**config.mk**
```make
export PLATFORM = sky130hd
export DESIGN_NAME = sram_mem_controller_flat
export DESIGN_NICKNAME = d
export VERILOG_FILES = /design/src/rtl/sram_ctrl_pkg.sv /design/src/rtl/sram_mem_controller_if.sv /design/src/rtl/sram_wait_counter.sv /design/src/rtl/sram_mem_controller.sv /design/src/flat_wrapper.sv
export SDC_FILE = /design/constraint.sdc
export NUM_CORES = 1
export LEC_CHECK = 0
export CAP_MARGIN = 20
export CORE_MARGIN = 3
export CORE_UTILIZATION = 49
export CTS_CLUSTER_DIAMETER = 30
export DETAILED_ROUTE_END_ITERATION = 10
export PLACE_DENSITY_LB_ADDON = 0.3
export SETUP_SLACK_MARGIN = 0.4
export SYNTH_ARGS = -nofsm -noshare
export SYNTH_HDL_FRONTEND = slang
export SYNTH_SLANG_ARGS = --single-unit
```
**constraint.sdc**
```tcl
create_clock -name clk -period 3.65 [get_ports clk]
set_input_delay 0.5475 -clock clk [delete_from_list [all_inputs] [get_ports clk]]
set_output_delay 0.5475 -clock clk [all_outputs]
set_load 0.05 [all_outputs]
```
**src/rtl/sram_ctrl_pkg.sv**
```systemverilog
// sram_ctrl_pkg
// Shared definitions for the SRAM memory controller slice.
//   state_t           : controller state encodings (six states)
//   SRAM_AW / SRAM_DW : external SRAM halfword-address and data widths
//   WORD_AW           : width of a 32-bit word index (one halfword address bit less)
//   DEFAULT_*         : default access wait length and address offset
//   halfword_addr()   : builds the SRAM halfword address from a word index and half select
package sram_ctrl_pkg;

    localparam int SRAM_AW = 18;
    localparam int SRAM_DW = 16;
    localparam int WORD_AW = SRAM_AW - 1;

    localparam int DEFAULT_WAIT_CYCLES = 3;
    localparam int DEFAULT_ADDR_OFFSET = 1024;

    typedef enum logic [2:0] {
        ST_IDLE  = 3'd0,
        ST_RD_LO = 3'd1,
        ST_RD_HI = 3'd2,
        ST_WR_LO = 3'd3,
        ST_WR_HI = 3'd4,
        ST_DONE  = 3'd5
    } state_t;

    // Low halfword of a word lives at {w,0}, high halfword at {w,1}.
    function automatic logic [SRAM_AW-1:0] halfword_addr(input logic [WORD_AW-1:0] word,
                                                         input logic hi);
        return {word, hi};
    endfunction

endpackage

```
**src/rtl/sram_mem_controller_if.sv**
```systemverilog
// sram_mem_controller_if
// Pipeline-side bus between the EX/MEM register and the SRAM controller.
//   mem_r_en, mem_w_en : load / store request
//   addr               : byte address (ALU result)
//   wdata              : store data
//   rdata              : assembled load word
//   ready              : access complete or nothing requested
//   freeze             : inverse of ready, holds every pipeline register
// Modports: master = pipeline side, slave = controller side.
interface sram_mem_controller_if;

    logic        mem_r_en;
    logic        mem_w_en;
    logic [31:0] addr;
    logic [31:0] wdata;
    logic [31:0] rdata;
    logic        ready;
    logic        freeze;

    modport master (
        output mem_r_en,
        output mem_w_en,
        output addr,
        output wdata,
        input  rdata,
        input  ready,
        input  freeze
    );

    modport slave (
        input  mem_r_en,
        input  mem_w_en,
        input  addr,
        input  wdata,
        output rdata,
        output ready,
        output freeze
    );

endinterface

```
**src/rtl/sram_wait_counter.sv**
```systemverilog
// sram_wait_counter
// Loadable down-counter that times each halfword access state.
//   clk   : clock
//   rst   : synchronous active-high reset (count to 0)
//   start : load WAIT_CYCLES-1; asserted on the cycle before an access state begins
//   last  : high on the final cycle of the current access state
// The count idles at zero, so with WAIT_CYCLES = 1 every access cycle is a last cycle.
module sram_wait_counter
    import sram_ctrl_pkg::*;
#(
    parameter int WAIT_CYCLES = DEFAULT_WAIT_CYCLES
) (
    input  logic clk,
    input  logic rst,
    input  logic start,
    output logic last
);

    localparam logic [3:0] LOAD_VAL = 4'(WAIT_CYCLES - 1);

    logic [3:0] count_reg;

    always_ff @(posedge clk) begin
        if (rst) begin
            count_reg <= 4'd0;
        end else if (start) begin
            count_reg <= LOAD_VAL;
        end else if (count_reg != 4'd0) begin
            count_reg <= count_reg - 4'd1;
        end
    end

    assign last = (count_reg == 4'd0);

endmodule

```
**src/rtl/sram_mem_controller.sv**
```systemverilog
// sram_mem_controller
// Turns each MEM-stage 32-bit load/store into two halfword accesses on a
// 16-bit external SRAM, freezing the pipeline while the access is in flight.
// Ports:
//   clk, rst        : clock, synchronous active-high reset
//   bus (slave)     : pipeline request/response (mem_r_en, mem_w_en, addr,
//                     wdata, rdata, ready, freeze)
//   sram_addr       : halfword address to the SRAM
//   sram_we_n       : active-low write strobe
//   sram_dq_out     : write data to the SRAM
//   sram_dq_oe      : data bus drive enable (tristate built above this level)
//   sram_dq_in      : read data from the SRAM
// Optional feature: define SRAM_READ_HIT_EN to add a one-entry buffer that
// remembers the last completed read word so a repeated load finishes at once.
module sram_mem_controller
    import sram_ctrl_pkg::*;
#(
    parameter int WAIT_CYCLES = DEFAULT_WAIT_CYCLES,
    parameter int ADDR_OFFSET = DEFAULT_ADDR_OFFSET
) (
    input  logic                  clk,
    input  logic                  rst,
    sram_mem_controller_if.slave  bus,
    output logic [SRAM_AW-1:0]    sram_addr,
    output logic                  sram_we_n,
    output logic [SRAM_DW-1:0]    sram_dq_out,
    output logic                  sram_dq_oe,
    input  logic [SRAM_DW-1:0]    sram_dq_in
);

    state_t               state_reg;
    logic [WORD_AW-1:0]   word_reg;
    logic [SRAM_DW-1:0]   wdata_hi_reg;
    logic [31:0]          rdata_reg;
    logic [SRAM_AW-1:0]   sram_addr_reg;
    logic                 sram_we_n_reg;
    logic [SRAM_DW-1:0]   sram_dq_out_reg;
    logic                 sram_dq_oe_reg;

    logic [31:0]          offset_addr;
    logic [WORD_AW-1:0]   req_word;
    logic                 unused_addr_bits;
    logic                 read_hit;
    logic                 wait_start;
    logic                 wait_last;
    logic                 ready_comb;

    // Word index of the incoming request; byte-lane bits and bits above the
    // SRAM range are deliberately discarded.
    assign offset_addr      = bus.addr - 32'(ADDR_OFFSET);
    assign req_word         = offset_addr[18:2];
    assign unused_addr_bits = ^{offset_addr[31:19], offset_addr[1:0]};

`ifdef SRAM_READ_HIT_EN
    logic               hit_valid_reg;
    logic [WORD_AW-1:0] hit_word_reg;

    assign read_hit = hit_valid_reg && (hit_word_reg == req_word);

    // rdata already holds the buffered word, so a hit needs no SRAM traffic.
    // A store to the buffered word is caught as it leaves IDLE.
    always_ff @(posedge clk) begin
        if (rst) begin
            hit_valid_reg <= 1'b0;
            hit_word_reg  <= '0;
        end else if (state_reg == ST_RD_HI && wait_last) begin
            hit_valid_reg <= 1'b1;
            hit_word_reg  <= word_reg;
        end else if (state_reg == ST_IDLE && bus.mem_w_en && req_word == hit_word_reg) begin
            hit_valid_reg <= 1'b0;
        end
    end
`else
    assign read_hit = 1'b0;
`endif

    // Load the wait counter when an access state is about to be entered:
    // leaving IDLE, or moving from a low-half state to its high-half state.
    assign wait_start =
        (state_reg == ST_IDLE && (bus.mem_w_en || (bus.mem_r_en && !read_hit))) ||
        ((state_reg == ST_RD_LO || state_reg == ST_WR_LO) && wait_last);

    sram_wait_counter #(
        .WAIT_CYCLES (WAIT_CYCLES)
    ) u_wait_counter (
        .clk   (clk),
        .rst   (rst),
        .start (wait_start),
        .last  (wait_last)
    );

    // Bus outputs are registered, so each one is set on the edge that enters
    // the state in which it must be valid.
    always_ff @(posedge clk) begin
        if (rst) begin
            state_reg       <= ST_IDLE;
            word_reg        <= '0;
            wdata_hi_reg    <= '0;
            rdata_reg       <= '0;
            sram_addr_reg   <= '0;
            sram_we_n_reg   <= 1'b1;
            sram_dq_out_reg <= '0;
            sram_dq_oe_reg  <= 1'b0;
        end else begin
            case (state_reg)
                ST_IDLE: begin
                    if (bus.mem_w_en) begin
                        // Write wins over a simultaneous read.
                        state_reg       <= ST_WR_LO;
                        word_reg        <= req_word;
                        wdata_hi_reg    <= bus.wdata[31:16];
                        sram_addr_reg   <= halfword_addr(req_word, 1'b0);
                        sram_dq_out_reg <= bus.wdata[15:0];
                        sram_we_n_reg   <= 1'b0;
                        sram_dq_oe_reg  <= 1'b1;
                    end else if (bus.mem_r_en && !read_hit) begin
                        state_reg     <= ST_RD_LO;
                        word_reg      <= req_word;
                        sram_addr_reg <= halfword_addr(req_word, 1'b0);
                    end
                end
                ST_RD_LO: begin
                    if (wait_last) begin
                        state_reg       <= ST_RD_HI;
                        rdata_reg[15:0] <= sram_dq_in;
                        sram_addr_reg   <= halfword_addr(word_reg, 1'b1);
                    end
                end
                ST_RD_HI: begin
                    if (wait_last) begin
                        state_reg        <= ST_DONE;
                        rdata_reg[31:16] <= sram_dq_in;
                    end
                end
                ST_WR_LO: begin
                    if (wait_last) begin
                        state_reg       <= ST_WR_HI;
                        sram_addr_reg   <= halfword_addr(word_reg, 1'b1);
                        sram_dq_out_reg <= wdata_hi_reg;
                    end
                end
                ST_WR_HI: begin
                    if (wait_last) begin
                        state_reg      <= ST_DONE;
                        sram_we_n_reg  <= 1'b1;
                        sram_dq_oe_reg <= 1'b0;
                    end
                end
                ST_DONE: begin
                    state_reg <= ST_IDLE;
                end
                default: begin
                    state_reg <= ST_IDLE;
                end
            endcase
        end
    end

    // ready must respond in the same cycle a request appears in IDLE.
    assign ready_comb = (state_reg == ST_DONE) ||
                        (state_reg == ST_IDLE && !bus.mem_w_en && (!bus.mem_r_en || read_hit));

    assign bus.ready    = ready_comb;
    assign bus.freeze   = ~ready_comb;
    assign bus.rdata    = rdata_reg;
    assign sram_addr    = sram_addr_reg;
    assign sram_we_n    = sram_we_n_reg;
    assign sram_dq_out  = sram_dq_out_reg;
    assign sram_dq_oe   = sram_dq_oe_reg;

endmodule

```
**src/flat_wrapper.sv**
```systemverilog
// flat-port wrapper written by rule: the top's interface ports become plain ports
module sram_mem_controller_flat import sram_ctrl_pkg::*;
#(
    parameter int WAIT_CYCLES = DEFAULT_WAIT_CYCLES,
    parameter int ADDR_OFFSET = DEFAULT_ADDR_OFFSET
)
  (clk, rst, sram_addr, sram_we_n, sram_dq_out, sram_dq_oe, sram_dq_in, bus_mem_r_en, bus_mem_w_en, bus_addr, bus_wdata, bus_rdata, bus_ready, bus_freeze);
  sram_mem_controller_if bus_i ();
  input  logic clk;
  input  logic rst;
  output logic [SRAM_AW-1:0] sram_addr;
  output logic sram_we_n;
  output logic [SRAM_DW-1:0] sram_dq_out;
  output logic sram_dq_oe;
  input  logic [SRAM_DW-1:0] sram_dq_in;
  input wire logic [$bits(bus_i.mem_r_en)-1:0] bus_mem_r_en;
  input wire logic [$bits(bus_i.mem_w_en)-1:0] bus_mem_w_en;
  input wire logic [$bits(bus_i.addr)-1:0] bus_addr;
  input wire logic [$bits(bus_i.wdata)-1:0] bus_wdata;
  output wire logic [$bits(bus_i.rdata)-1:0] bus_rdata;
  output wire logic [$bits(bus_i.ready)-1:0] bus_ready;
  output wire logic [$bits(bus_i.freeze)-1:0] bus_freeze;
  assign bus_i.mem_r_en = bus_mem_r_en;
  assign bus_i.mem_w_en = bus_mem_w_en;
  assign bus_i.addr = bus_addr;
  assign bus_i.wdata = bus_wdata;
  assign bus_rdata = bus_i.rdata;
  assign bus_ready = bus_i.ready;
  assign bus_freeze = bus_i.freeze;
  sram_mem_controller #(.WAIT_CYCLES(WAIT_CYCLES), .ADDR_OFFSET(ADDR_OFFSET)) u_core (.clk(clk), .rst(rst), .bus(bus_i), .sram_addr(sram_addr), .sram_we_n(sram_we_n), .sram_dq_out(sram_dq_out), .sram_dq_oe(sram_dq_oe), .sram_dq_in(sram_dq_in));
endmodule
```
==> results of run 1 <==
## synthesized netlist by cell type, drive strengths merged (2+ instances only)
cell type  instances
nand4              2
dfxtp            108
mux2i              2
a211oi            12
o21ai              3
nor4               4
nand2            160
or3                2
nand2b             2
o32ai              2
nor2b              3
nor3               9
xor2               2
buf               18
nor3b              2
or4b               2
inv                6
clkbuf            24
a311oi            24
nor2              45
xnor2              5
o211ai             4
a21oi             69
or4                2
nand3             21
## critical path: stages
cell and delay, ns:
clkdlybuf4s50_1 0.48, nor3_1 0.28, nand2_1 0.09, a21oi_1 0.24, clkdlybuf4s50_1 0.85
## cell type report
cell class / count / area (µm²) / share of cell area (%)
Clock buffer: 10 / 138 / 2.26
Clock inverter: 6 / 68.8 / 1.13
Inverter: 6 / 22.5 / 0.369
Multi-Input combinational cell: 393 / 2140 / 35.1
Sequential cell: 108 / 2160 / 35.4
Tap cell: 108 / 135 / 2.22
Timing Repair Buffer: 145 / 1430 / 23.5
## worst paths after layout
check,start,end,cells after the start
worst min register to register,u_core.bus.rdata[29],u_core.bus.rdata[29],2
worst max register to register,u_core.state_reg[1],u_core.sram_dq_out[4],4
worst max-delay path,bus_mem_w_en,bus_ready,5
worst min-delay path,u_core.bus.rdata[29],u_core.bus.rdata[29],2
## per-stage QoR
step / util (%) / hold slack (ns) / power (µW)
floorplan: - / 0.437 / 3940
global placement: 66.6 / 0.441 / 4660
detailed placement: 66.6 / 0.446 / 4730
CTS: 68.9 / 0.461 / 5480
global route: 68.9 / 0.477 / 5790
finish: 68.9 / 0.459 / 5460
## cell usage in the layout, fill, tap and decap left out, types with 3 or more instances in the layout
master           instances
nand2_1                160
clkdlybuf4s50_1        137
dfxtp_1                108
a21oi_1                 69
nor2_1                  44
nand3_1                 21
a311oi_2                18
a211oi_1                12
clkbuf_8                10
nor3_1                   8
buf_4                    8
inv_1                    6
a311oi_1                 6
xnor2_1                  5
o211ai_1                 4
nor4_1                   3
inv_6                    3
## kinds of logic after synthesis
family          after synthesis
simple gates                260
compound gates              123
flops                       108
buf+inv                      48
xor+xnor                      7
mux                           2
fa+ha+maj                     1
## power breakdown
part           switching (µW)  internal, µW
combinational            1950           972
clock                     409           343
sequential                237          1550
## layer usage
metal  share of wire (%)  up-vias  GRT usage [%]
met4                 1.6        0           7.37
met3                 5.4       15           4.23
met2                  50      127           37.1
met5                   0        -              0
li1                    -     2115              -
met1                  43     1983           27.6
==> impl_metrics.toml, run 1 <==
[status]
status = "completed"

[placed_design]
dp_slack_ns = 0.609
gp_congestion = 0.797
dp.cells = 760
placed_cell_area_um2 = 5890
dp_hpwl_mm = 7.84
port_buffers = 138

[die]
ioPinCount = 154
initial_core_util_pct = 51.3
die_width_um = 102
core_area_um2 = 8850
die_h_um = 102
dieArea_um2 = 10500
std_cell_rows = 34

[global_route]
grt-ovfl-total = 0
grt_pass1_vias = 3904
grt_start_max_net_pins = 74
antenna_found_initial = 0
grtUsageTotal_pct = 21.8
grt_pass1_wl_mm = 18.5

[critical_path]
required_ns = 3.10
r2r_slack_ns = 0.93
worst_setup_path_start_kind = "primary input"
end_kind = "primary output"
worstSetupPathType = "in2out"
cp_max_fo = 6
critPathArrivalTime_ns = 2.49

[sta]
finalSetupViolations = 0
max_slew_margin_pct = 35.6
finalCriticalPeriod_ns = 3.04
timing.fmax_ghz = 0.329
tightestPinTransition_ns = 0.962
fin_skew_ns = 0.0115
fin_crit_sh_pct = 83.3
fin_setup_tns_ns = 0
maxSlewViolCount = 0
rsz0062_at_grt = "no"
hold_viol_final = 0
worst_slack_ns = 0.610

[yosys]
muxShareOfSynthArea_pct = 0.441
synthAdderAreaFrac_pct = 0.276
synthArstFlopShare_pct = 0
synthXorXnorAreaFrac_pct = 1.35
synth_nets = 634
netlist_area_um2 = 4540
ys_types = 49
synth-compound-area-share_pct = 20.2
synth_edf_count = 0
synth_top_family_by_area = "simple AND/OR/NAND/NOR gates"
synth_top_flop_cell = "dfxtp_1"
synth_cells = 549
avgSynthCellArea_um2 = 8.26
yosysTopAreaCellShare_pct = 47.7
synth.yosys.warnings = 0
ys_seq_area_share_pct = 47.7
yosys_register_bits = 108
synthSimpleGateAreaFrac_pct = 24.9
synth_area_leaders = "dfxtp_1 (48%), nand2_1 (13%), a21oi_1 (7.6%)"
yosys.area.top_type = "dfxtp_1"

[drt]
drc = 0
drt_wl_total_mm = 11.4
vias_per_cell = 5.46
first_pass_iters = 4
route.detailed.wl_per_inst_um = 14.7
dr_total_vias = 4240
drtAntennaViolNets = 0
drtIter0Drc = 146

[job]
max-cap-violations = 0

[final_layout]
n_antenna_cell = 0
layout.nets = 748
stdcell_count = 776
fin_area_um2 = 6100
largest_reg_flops = 32
drive_above_1_share_pct = 7.78
fillers = 724
syn_to_final_growth_pct = 34.4

[clock_network]
htree_levels = 3
numClockSinks = 108
cts_hold_buf = 0
cts_setup_buffers = 0
path_clk_slew_ns = 0.11
cts_tree = "done"
clock-root-buffer = "clkbuf_8"
cts_resized = 0
cts_buffer_depth = 2
clk_latency_ns = 0.36
cts_buffers = 9

[power]
power_density_nw_per_um2 = 895
irDropWorstVdd_uv = 575
leakage_uw = 0.00215

[hold_path]
hold_path_class = "reg2reg"
(Power assumes the default switching activity.)
==> inputs of run 2 (changes only) <==
Settings changed: CORE_UTILIZATION 49 to 41.
Clock period 3.65 ns to 2.5 ns, I/O delays scaled along.
==> run 2 against run 1 <==
Against the previous run: critical path depth grew 1; total power grew 51%; utilization is 9.3 points lower; worst hold slack got worse by 0.00087 ns; cell area grew 3.3%; sequential power up 46%; die area is 18% higher; cell count is 5.2% higher; non-clock buffer count is 10 higher; clock power increased by 44%; via count hardly changed; combinational power grew 57%.
==> impl_metrics.toml, run 2 (synthesis results as in run 1) <==
[drt]
drc = 0
wl_met1_mm = 5.21
vias_per_cell = 5.20
drt_wl_total_mm = 12.4
drtAntennaViolNets = 0
met3WireLength_um = 642
drtIter0Drc = 223
dr_wl_met2_mm = 6.40
top_layer_used = "met4"
route.detailed.wl_per_inst_um = 15.1
first_pass_iters = 4
dr_total_vias = 4243

[placed_design]
gp_congestion = 0.772
port_buffers = 138
placed_cell_area_um2 = 6030
dp_hpwl_mm = 8.55
dp_slack_ns = 0.123
dp.cells = 797

[critical_path]
r2r_slack_ns = 0.52
reg2reg_to = "u_core.sram_addr[3]"
cp_max_fo = 25
required_ns = 2.76
endpoint = "u_core.sram_addr[3]"
timing.rr.start = "u_core.u_wait_counter.count_reg[3]"
worstSetupPathType = "reg2reg"
critPathArrivalTime_ns = 2.23
end_kind = "flip-flop"
startpoint = "u_core.u_wait_counter.count_reg[3]"
ff2ff_path_depth = 6
worst_setup_path_start_kind = "flip-flop"

[global_route]
grt_start_max_net_pins = 51
grt_pass1_vias = 4280
grt_pass1_wl_mm = 21.0
grt-ovfl-total = 0
antenna_found_initial = 1
grtUsageTotal_pct = 20.3

[final_layout]
stdcell_count = 816
drive_above_1_share_pct = 10.2
fillers = 961
largest_reg_flops = 32
layout_common_cells = "nand2_1 (160), clkdlybuf4s50_1 (133), dfxtp_1 (107)"
fin_area_um2 = 6300
layout.nets = 759
syn_to_final_growth_pct = 38.8
final_common_cell = "nand2_1"

[power]
leakage_uw = 0.00224
irDropWorstVdd_uv = 724
power_density_nw_per_um2 = 1310

[sta]
maxSlewViolCount = 0
timing.fmax_ghz = 0.506
worst_slack_ns = 0.525
tightestPinTransition_ns = 0.657
fin_skew_ns = 0.0129
hold_viol_final = 0
max_slew_margin_pct = 56.1
fin_crit_sh_pct = 79.0
finalCriticalPeriod_ns = 1.98
finalSetupViolations = 0
fin_setup_tns_ns = 0
rsz0062_at_grt = "no"

[hold_path]
hold_path_class = "reg2reg"
holdPathStages = 2

[die]
core_area_um2 = 10600
die_width_um = 111
initial_core_util_pct = 43.0
std_cell_rows = 37
die_h_um = 111
dieArea_um2 = 12400
ioPinCount = 154

[clock_network]
cts_hold_buf = 0
cts_buffers = 9
cts_tree = "done"
cts_buffer_depth = 2
htree_levels = 3
numClockSinks = 108
path_clk_slew_ns = 0.09
clk_latency_ns = 0.36
clock-root-buffer = "clkbuf_8"

[job]
max-cap-violations = 0

[status]
status = "completed"
==> run 2: repair_timing <==
| action | 4_1_cts | 5_1_grt |
|---|---|---|
| hold endpoints to repair | 0 | 0 |
| resized for setup | 4 | 6 |
| pin swaps | 1 | 3 |
| gates cloned | 1 | 0 |
| setup endpoints to repair | 19 | 28 |
| setup buffers | 0 | 1 |
==> run 2: worst min-delay path by stage <==
stage	start	end	slack (ns)
final	u_core.bus.rdata[1]	u_core.bus.rdata[1]	0.46
after detailed placement	u_core.bus.rdata[1]	u_core.bus.rdata[1]	0.45
after CTS	u_core.bus.rdata[1]	u_core.bus.rdata[1]	0.46
after global placement	u_core.word_reg[6]	u_core.word_reg[6]	0.44
after global routing	u_core.bus.rdata[12]	u_core.bus.rdata[12]	0.48
after floorplan	u_core.wdata_hi_reg[0]	u_core.wdata_hi_reg[0]	0.44
==> run 2: layout make-up <==
type | instances | area [µm²] | share of cell area [%]
Clock buffer | 11 | 141 | 2.24
Multi-Input combinational cell | 394 | 2190 | 34.7
Antenna cell | 1 | 2.50 | 0.0397
Clock inverter | 5 | 60.1 | 0.954
Sequential cell | 108 | 2160 | 34.3
Inverter | 6 | 22.5 | 0.358
Tap cell | 136 | 170 | 2.70
Timing Repair Buffer | 155 | 1550 | 24.6
==> run 2: critical path, cell delays in order, from the launching register on <==
cell and delay (ns):
dfxtp_1 0.39, or4_4 0.62, buf_4 0.20, o22ai_4 0.11, buf_8 0.23, nor2_1 0.07, a311oi_1 0.26
==> run 2: through the flow <==
step,hold slack [ns],utilization [%],power [µW]
3_5_place_dp,0.447,57.1,7120
4_1_cts,0.460,59.3,8290
2_1_floorplan,0.437,-,5760
5_1_grt,0.479,59.7,8800
3_3_place_gp,0.441,57.1,7000
6_report,0.459,59.7,8260
==> run 2: report_power, final <==
part | total [µW] | internal (µW) | switching [µW]
logic | 4580 | 1610 | 2970
clock network | 1080 | 496 | 585
registers | 2600 | 2260 | 340
total | 8260 | 4360 | 3900
==> run 2: routing by layer <==
metal	track usage, %	vias to the layer above
met1	25.2	1994
met4	4.30	0
met3	5.02	8
met2	35.7	112
met5	0	-
li1	-	2129
==> inputs of run 3 (changes only) <==
Clock period 2.5 ns to 1.8 ns, I/O delays scaled along.
==> run 3 against run 2 <==
Against the previous run: the flow now finishes with violations (negative setup slack); worst setup slack got worse by 0.57 ns; total power grew 96%; maximum frequency increased by 7.2%; global-route usage increased by 3.2 points; sequential share of layout area is 7.9 points lower; routed wire length grew 38%; count of clock-buffer cells in the layout down 2; worst hold slack got worse by 0.086 ns; critical path depth up 2; clock skew up 0.0037 ns; largest cell class unchanged; highest routed layer unchanged.
==> impl_metrics.toml, run 3 (synthesis results as in run 1) <==
[drt]
top_layer_used = "met4"
dr_total_vias = 4989
vias_per_cell = 5.54
drc = 0
drtIter0Drc = 203
drtAntennaViolNets = 0
route.detailed.wl_per_inst_um = 18.9
wl_met1_mm = 6.52
dr_wl_met2_mm = 9.29
first_pass_iters = 4
met3WireLength_um = 743
drt_wl_total_mm = 17.0

[power]
finalPower_uw = 16200
irDropWorstVdd_uv = 1090
leakage_uw = 0.00330
power_density_nw_per_um2 = 1970

[sta]
rsz0062_at_grt = "yes"
finalCriticalPeriod_ns = 1.84
finalSetupViolations = 4
max_slew_margin_pct = 62.6
tightestPinTransition_ns = 0.561
fin_crit_sh_pct = 102
timing.fmax_ghz = 0.543
fin_skew_ns = 0.0165
hold_viol_final = 0
worst_slack_ns = -0.0420
maxSlewViolCount = 0

[placed_design]
placed_cell_area_um2 = 6500
dp_slack_ns = -0.381
dp.cells = 830
gp_congestion = 0.833
port_buffers = 138
dp_hpwl_mm = 9.01

[critical_path]
r2r_slack_ns = -0.04
cpMostUsedCell = "buf_6"
timing.rr.start = "u_core.state_reg[0]"
end_kind = "flip-flop"
worstPathCellList = "buf_6 -> or4b_4 -> o21ai_4 -> buf_6 -> buf_6 -> buf_12 -> nor2_2 -> a311oi_2"
reg2reg_to = "u_core.sram_dq_out[4]"
required_ns = 2.07
worst_setup_path_start_kind = "flip-flop"
worstSetupPathType = "reg2reg"
crit_slowest_cell = "or4b_4"
crit_family = "simple AND/OR/NAND/NOR gates"
ff2ff_path_depth = 8
cpPeakStageDelay_ns = 0.56
worst-path-buf-inv = 4
critPathArrivalTime_ns = 2.11
cp_max_fo = 6

[clock_network]
cts_buffers = 9
numClockSinks = 108
cts_tree = "done"
cts_buffer_depth = 2
htree_levels = 3
clock-root-buffer = "clkbuf_8"
path_clk_slew_ns = 0.11
clk_latency_ns = 0.38

[global_route]
grt-ovfl-total = 0
grt_pass1_wl_mm = 24.1
grt_pass1_vias = 4772
grt_start_max_net_pins = 40
grtUsageTotal_pct = 23.5
antenna_found_initial = 0

[die]
core_area_um2 = 10600
die_h_um = 111
die_width_um = 111
initial_core_util_pct = 43.0
ioPinCount = 154
std_cell_rows = 37
dieArea_um2 = 12400

[final_layout]
final_common_cell = "dfxtp_1"
n_antenna_cell = 0
drive_above_1_share_pct = 52.8
syn_to_final_growth_pct = 81.3
largest_reg_flops = 32
fin_area_um2 = 8220
layout_common_cells = "dfxtp_1 (103), nand2_1 (99), clkdlybuf4s50_1 (63)"
layout.nets = 845
stdcell_count = 901

[job]
max-cap-violations = 0

[hold_path]
holdPathStages = 2
hold_path_class = "in2reg"
min_from = "rst"
min_to = "u_core.sram_dq_oe"

[status]
status = "complete, but fails checks"
violations = "negative setup slack"
-- run 3: cell count changes in the layout (fill, tap and decap cells not counted), sizes merged, moves of 3 or more --
cell / delta
clkdlybuf4s18: +4
clkdlybuf4s15: +4
dlygate4sd2: +3
buf: +146
clkdlybuf4s50: -70
-- run 3: report_power, final --
part           leakage, µW  internal, µW  total, µW  switching (µW)
sequential        0.000889          3150       3760             609
clock            0.0000997           667       1570             900
combinational      0.00231          4920      10900            5980
-- run 3: worst max path at each step --
stage | startpoint | end | depth (start not counted)
global placement | bus_addr[10] | u_core.sram_addr[17] | 7
detailed placement | bus_addr[10] | u_core.sram_addr[17] | 7
finish | u_core.state_reg[0] | u_core.sram_dq_out[4] | 8
floorplan | u_core.state_reg[1] | bus_freeze | 5
CTS | u_core.state_reg[0] | bus_freeze | 6
global route | u_core.state_reg[0] | u_core.sram_dq_out[4] | 8
-- run 3: metal layers --
layer,track usage (%),vias to the layer above
li1,-,2328
met1,27.5,2456
met2,43.5,167
met3,4.59,38
met4,6.33,0
met5,0,-
-- run 3: area by class of cell --
cell class | instances | area (µm²)
inverters | 6 | 46.3
well taps | 136 | 170
clock buffers | 9 | 124
fillers | 689 | 2330
flip-flops and latches | 108 | 2170
clock inverters | 7 | 81.3
repair buffers | 242 | 2460
multi-input cells | 393 | 3170
-- run 3: metrics by stage --
step | hold slack (ns) | TNS, ns | utilization, %
2_1_floorplan | 0.362 | 0 | -
3_3_place_gp | 0.440 | -3.54 | 61.6
3_5_place_dp | 0.446 | -5.42 | 61.6
4_1_cts | 0.310 | -0.0333 | 71.8
5_1_grt | 0.361 | -1.17 | 77.9
6_report | 0.372 | -0.0883 | 77.9
-- run 3: worst reg2reg max path: stages, from the launching register on --
cell and delay (ns):
dfxtp_4 0.36, buf_6 0.12, or4b_4 0.56, o21ai_4 0.10, buf_6 0.12, buf_6 0.12, buf_12 0.12, nor2_2 0.04
a311oi_2 0.21
-- run 3: timing repair --
action,in CTS,in global routing
hold buffers,0,0
setup buffers,22,19
hold endpoints to repair,0,0
setup endpoints to repair,163,147
pin swaps,59,66
gates resized for setup,321,225
gates cloned,12,2
